$ cat config.mk
export PLATFORM = sky130hd
export DESIGN_NAME = ex_mem_pipe_reg
export DESIGN_NICKNAME = d
export VERILOG_FILES = /design/src/rtl/ex_mem_pkg.sv /design/src/rtl/ex_mem_pipe_reg_skid_buf.sv /design/src/rtl/ex_mem_pipe_reg.sv
export SDC_FILE = /design/constraint.sdc
export NUM_CORES = 1
export LEC_CHECK = 0
export ABC_AREA = 1
export BUFFER_PORTS_ARGS = -buffer_cell sky130_fd_sc_hd__buf_2
export CORE_UTILIZATION = 54
export DETAILED_ROUTE_END_ITERATION = 10
export PLACE_DENSITY = 0.83
export REMOVE_ABC_BUFFERS = 1
export SYNTH_ARGS = -nofsm -noshare
export SYNTH_HDL_FRONTEND = slang
export SYNTH_SLANG_ARGS = --single-unit
$ cat constraint.sdc
create_clock -name clk -period 1.6 [get_ports clk]
set_input_delay 0.16 -clock clk [delete_from_list [all_inputs] [get_ports clk]]
set_output_delay 0.16 -clock clk [all_outputs]
set_load 0.01 [all_outputs]
$ cat src/rtl/ex_mem_pkg.sv
// Shared types for the EX->MEM pipeline register: payload layout and the
// occupancy states of the valid/ready storage.
package ex_mem_pkg;

  localparam int DATA_W = 32;
  localparam int REG_W  = 5;

  typedef struct packed {
    logic              mem_write_en;
    logic              mem_to_reg;
    logic              reg_write;
    logic              branch;
    logic              zero;
    logic [DATA_W-1:0] alu_result;
    logic [DATA_W-1:0] read_data_2;
    logic [REG_W-1:0]  rd_num;
  } ex_mem_payload_t;

  localparam int PAYLOAD_W = $bits(ex_mem_payload_t);

  typedef enum logic [1:0] {
    EMPTY = 2'd0,
    ONE   = 2'd1,
    TWO   = 2'd2
  } skid_state_t;

endpackage

$ cat src/rtl/ex_mem_pipe_reg_skid_buf.sv
// Generic valid/ready storage with an optional second (skid) entry.
//
//   state | meaning
//   EMPTY | nothing held, out_valid=0
//   ONE   | head entry in main_q
//   TWO   | head in main_q, next entry waiting in skid_q, in_ready=0
//
// With SKID=0 the TWO state is unreachable: when full, in_ready follows
// out_ready, so an accept while full always coincides with a pop.
module skid_buf #(
  parameter int W    = 8,
  parameter int SKID = 1
) (
  input  logic         clk,
  input  logic         rst,
  input  logic         flush,
  input  logic         in_valid,
  output logic         in_ready,
  input  logic [W-1:0] in_data,
  output logic         out_valid,
  input  logic         out_ready,
  output logic [W-1:0] out_data
);
  import ex_mem_pkg::*;

  skid_state_t  state;
  logic [W-1:0] main_q;
  logic [W-1:0] skid_q;
  logic         in_ready_q;
  logic         push;
  logic         pop;

  assign out_valid = (state != EMPTY);
  assign out_data  = main_q;
  assign push      = in_valid & in_ready;
  assign pop       = out_valid & out_ready;

  generate
    if (SKID != 0) begin : g_reg_ready
      assign in_ready = in_ready_q;
    end else begin : g_comb_ready
      // in_ready_q stays 1 here because TWO is never entered.
      assign in_ready = (!out_valid | out_ready) & in_ready_q;
    end
  endgenerate

  // Occupancy FSM; flush/reset empty both entries and zero the payload.
  always_ff @(posedge clk) begin
    if (rst || flush) begin
      state      <= EMPTY;
      main_q     <= '0;
      skid_q     <= '0;
      in_ready_q <= 1'b1;
    end else begin
      unique case (state)
        EMPTY: begin
          if (push) begin
            main_q <= in_data;
            state  <= ONE;
          end
        end
        ONE: begin
          if (push && pop) begin
            main_q <= in_data;
          end else if (push) begin
            skid_q     <= in_data;
            state      <= TWO;
            in_ready_q <= 1'b0;
          end else if (pop) begin
            state <= EMPTY;
          end
        end
        TWO: begin
          if (pop) begin
            main_q     <= skid_q;
            state      <= ONE;
            in_ready_q <= 1'b1;
          end
        end
        default: begin
          state      <= EMPTY;
          in_ready_q <= 1'b1;
        end
      endcase
    end
  end

endmodule

$ cat src/rtl/ex_mem_pipe_reg.sv
// EX->MEM pipeline register: packs the execute-stage bundle into a payload,
// holds it in the skid storage and gates the write/branch strobes with valid.
module ex_mem_pipe_reg #(
  parameter int DATA_W = ex_mem_pkg::DATA_W,
  parameter int REG_W  = ex_mem_pkg::REG_W,
  parameter int SKID   = 1
) (
  input  logic              clk,
  input  logic              rst,
  input  logic              flush,
  input  logic              in_valid,
  output logic              in_ready,
  input  logic              mem_write_en,
  input  logic              mem_to_reg,
  input  logic              reg_write,
  input  logic              branch,
  input  logic              zero,
  input  logic [DATA_W-1:0] alu_result,
  input  logic [DATA_W-1:0] read_data_2,
  input  logic [REG_W-1:0]  rd_num,
  output logic              out_valid,
  input  logic              out_ready,
  output logic              mem_write_en_out,
  output logic              mem_to_reg_out,
  output logic              reg_write_out,
  output logic              branch_out,
  output logic              zero_out,
  output logic [DATA_W-1:0] alu_result_out,
  output logic [DATA_W-1:0] read_data_2_out,
  output logic [REG_W-1:0]  rd_num_out,
  output logic              fwd_valid
);
  import ex_mem_pkg::*;

  ex_mem_payload_t in_pl;
  ex_mem_payload_t out_pl;

  assign in_pl = '{
    mem_write_en: mem_write_en,
    mem_to_reg:   mem_to_reg,
    reg_write:    reg_write,
    branch:       branch,
    zero:         zero,
    alu_result:   alu_result,
    read_data_2:  read_data_2,
    rd_num:       rd_num
  };

  skid_buf #(
    .W    (PAYLOAD_W),
    .SKID (SKID)
  ) u_skid_buf (
    .clk       (clk),
    .rst       (rst),
    .flush     (flush),
    .in_valid  (in_valid),
    .in_ready  (in_ready),
    .in_data   (in_pl),
    .out_valid (out_valid),
    .out_ready (out_ready),
    .out_data  (out_pl)
  );

  // Side-effecting strobes must never escape on an invalid slot, even though
  // the stale payload is still held underneath.
  assign mem_write_en_out = out_pl.mem_write_en & out_valid;
  assign reg_write_out    = out_pl.reg_write & out_valid;
  assign branch_out       = out_pl.branch & out_valid;

  assign mem_to_reg_out  = out_pl.mem_to_reg;
  assign zero_out        = out_pl.zero;
  assign alu_result_out  = out_pl.alu_result;
  assign read_data_2_out = out_pl.read_data_2;
  assign rd_num_out      = out_pl.rd_num;

  assign fwd_valid = reg_write_out;

endmodule
==> run_results.csv <==
group,metric,value,unit
detailed_routing,drt_iter0_drc,560,
critical_path,reg2reg_depth,7,
detailed_routing,vias,6806,
sta,post-route-min-period,1.467,ns
sta,max_slew_margin,67.69,%
logic_synthesis,yosysMostFrequentCell,"nand2_1",
power,internal-power,7.091,mW
logic_synthesis,synth_area_leaders,"dfxtp_1, nand2_1, nor2_1",
logic_synthesis,synth_edf_count,0,
place,portBuffers,155,
layout,final_util,64.74,%
flow_run,max-cap-violations,0,
logic_synthesis,yosysSeqAreaShare,41.00,%
clock_tree,cts_max_path_buffers,2,
place,pre_cts_ws,0.1849,ns
min_path,hold_path.class,"input pin to register",
layout,fillers,1168,
sta,fin_tns_setup,0,ns
power,power_frac_clock,46.9,%
global_route,antenna_found_initial,0,
clock_tree,insertion_delay,0.43,ns
layout,drive_above_1_share,17.57,%
layout,stdcell_count,1411,
layout,area_growth,16.75,%
sta,timing.final.crit_share,91.69,%
sta,slew_violations,0,
clock_tree,tritoncts,"done",
power,total_power,9.309,mW
global_route,overflow,0,
clock_tree,path_clk_slew,0.06,ns
detailed_routing,drc_errors,0,
layout,multi_input_area,3112,µm²
detailed_routing,wl,16670,µm
floorplanning,io_pins,156,
logic_synthesis,syn_area_per_cell,6.433,µm²
critical_path,start_kind,"register",
detailed_routing,postRouteAntennaNets,0,
sta,setup_slack,0.1330,ns
logic_synthesis,synth-seq-cells,151,
power,p_comb_share,10.9,%
sta,hold_ws,0.01138,ns
power,leakage,4.237,nW
critical_path,cp_cell_sequence,"inv_2 -> nand2_2 -> inv_1 -> nor2_1 -> buf_2",
floorplanning,fp.dieArea,14120,µm²
critical_path,cp-end-kind,"primary output",
logic_synthesis,yosysUniqueCellTypes,16,
global_route,grt_max_degree,59,
logic_synthesis,synth.top_cell.area_share,41.00,%
clock_tree,clock-root-buffer,"clkbuf_16",
global_route,track_usage,24.62,%
logic_synthesis,ys_async_sr_fraction,0,%
critical_path,worstPathArrival,1.31,ns
logic_synthesis,synth_area_leader_cell,"dfxtp_1",
layout,antenna_cells,0,
power,swShare,23.83,%
critical_path,max_stage_delay,0.37,ns
detailed_routing,routed-wl-met3,958,µm
power,p_sw,2.219,mW
sta,worstMarginPinSlew,0.4836,ns
critical_path,critical_path_class,"register to primary output",
logic_synthesis,syn_area,7372,µm²
logic_synthesis,ys_top_cells_by_count,"nand2_1, nor2_1, dfxtp_1",
place,dp_cells,1356,
outcome,status,"finished, final reports clean",
layout,fin_nets,1301,
floorplanning,core,13300,µm²
place,gp_congestion,0.8022,
place,place_hpwl,10050,µm
power,pwr-share-seq,42.2,%
detailed_routing,wl_per_cell,11.81,µm
detailed_routing,highest_layer,"met4",
sta,fin_worst_skew,0.006185,ns
clock_tree,numCtsBuffers,17,
layout,ff_latch_area,3024,µm²
detailed_routing,dr.pass1.iters,4,
sta,fmax,681.6,MHz
floorplanning,start_util,55.45,%
critical_path,cp.required,1.44,ns
detailed_routing,m1WireLength,7491,µm
logic_synthesis,synth_cells,1146,
critical_path,cp_slowest_cell,"dfxtp_1",
clock_tree,htreeDepth,4,
global_route,grt_pass1_wl,28260,µm
global_route,grt_pass1_vias,6181,
floorplanning,dieWidth,118.8,µm
detailed_routing,wl_met2,7873,µm
logic_synthesis,ys.flop_type,"dfxtp_1",
clock_tree,cts.sinks,151,
sta,setup_viol,0,
sta,grt_setup_unrepaired,"false",
sta,finalHoldViolCount,0,
layout,fin_area,8607,µm²
floorplanning,dieHeight,118.8,µm
detailed_routing,via_per_inst,4.824,
clock_tree,post_cts_buffers,0,
floorplanning,core.rowCount,42,
critical_path,cp_max_fo,6,
min_path,hold_depth,3,
power,powerDensity,1082,nW/µm²
place,dpl_cell_area,7730,µm²
power,ir_drop,727.1,µV
logic_synthesis,synth_warnings,0,
## registers in the layout (all words and copies together), names as in the netlist
name	cells
u_skid_buf.in_ready	1
u_skid_buf.state	2
u_skid_buf.out_data	74
u_skid_buf.skid_q	74
## cells by family after synthesis
group	after synthesis	synth area share, %
AO/OA/AOI/OAI	77	5.227
buffers and inverters	225	16.96
flip-flops	151	41.00
AND/OR/NAND/NOR	693	36.81
## critical path, delay by kind of cell, from the launching register on
family,cells,cell delay (ns)
buf+inv,3,0.31
simple gates,2,0.20
flops,1,0.37
## metal layers
layer  up-vias  GRT usage, %
met5         -             0
met4         0         10.36
met1      3018         30.67
met3        29         5.412
met2       214         41.05
li1       3545             -
## power by group through the flow
stage	logic [mW]	clock network (mW)	registers [mW]
CTS	1.02	4.43	3.93
finish	1.02	4.37	3.93
floorplan	0.540	0	4.05
detailed placement	0.961	0	4.01
global route	1.15	4.61	3.94
global placement	0.949	0	4.00
## cell usage in the layout, fill, tap and decap left out
| master | netlist | final |
|---|---|---|
| clkinvlp_4 | 0 | 3 |
| dfxtp_1 | 151 | 150 |
| nand2_2 | 3 | 3 |
| dfxtp_2 | 0 | 1 |
| buf_2 | 24 | 155 |
| dlygate4sd3_1 | 0 | 23 |
| nor2_1 | 301 | 301 |
| buf_12 | 0 | 10 |
| nand4_1 | 1 | 1 |
| a21oi_1 | 2 | 2 |
| inv_1 | 79 | 79 |
| clkbuf_1 | 26 | 2 |
| nor2_4 | 0 | 1 |
| o21ai_0 | 62 | 62 |
| o21ai_1 | 13 | 13 |
| nand2_4 | 0 | 1 |
| inv_2 | 3 | 3 |
| clkbuf_16 | 0 | 17 |
| clkinv_4 | 0 | 2 |
| nand3_1 | 78 | 78 |
| buf_4 | 86 | 12 |
| nand2_1 | 308 | 307 |
| nor2_2 | 2 | 1 |
| clkbuf_8 | 0 | 1 |
| bufinv_16 | 0 | 5 |
| clkinv_2 | 0 | 2 |
## final timing paths
check / startpoint / endpoint / slack [ns]
worst max-delay path: u_skid_buf.state[0] / branch_out / 0.13
worst min register to register: u_skid_buf.skid_q[62] / u_skid_buf.skid_q[62] / 0.48
worst max register to register: u_skid_buf.in_ready / u_skid_buf.skid_q[58] / 0.17
worst min-delay path: reg_write / u_skid_buf.skid_q[71] / 0.01
## layout make-up
type | instances | area share, %
well taps | 176 | 2.559
inverters | 82 | 3.576
flip-flops and latches | 151 | 35.14
repair buffers | 200 | 15.06
clock inverters | 12 | 2.326
multi-input cells | 770 | 36.15
clock buffers | 20 | 5.190
## what timing repair did
action	in CTS	in global routing
hold buffers	23	0
gates resized for setup	0	0
endpoints found under the hold margin	23	0
(Power assumes the default switching activity.)
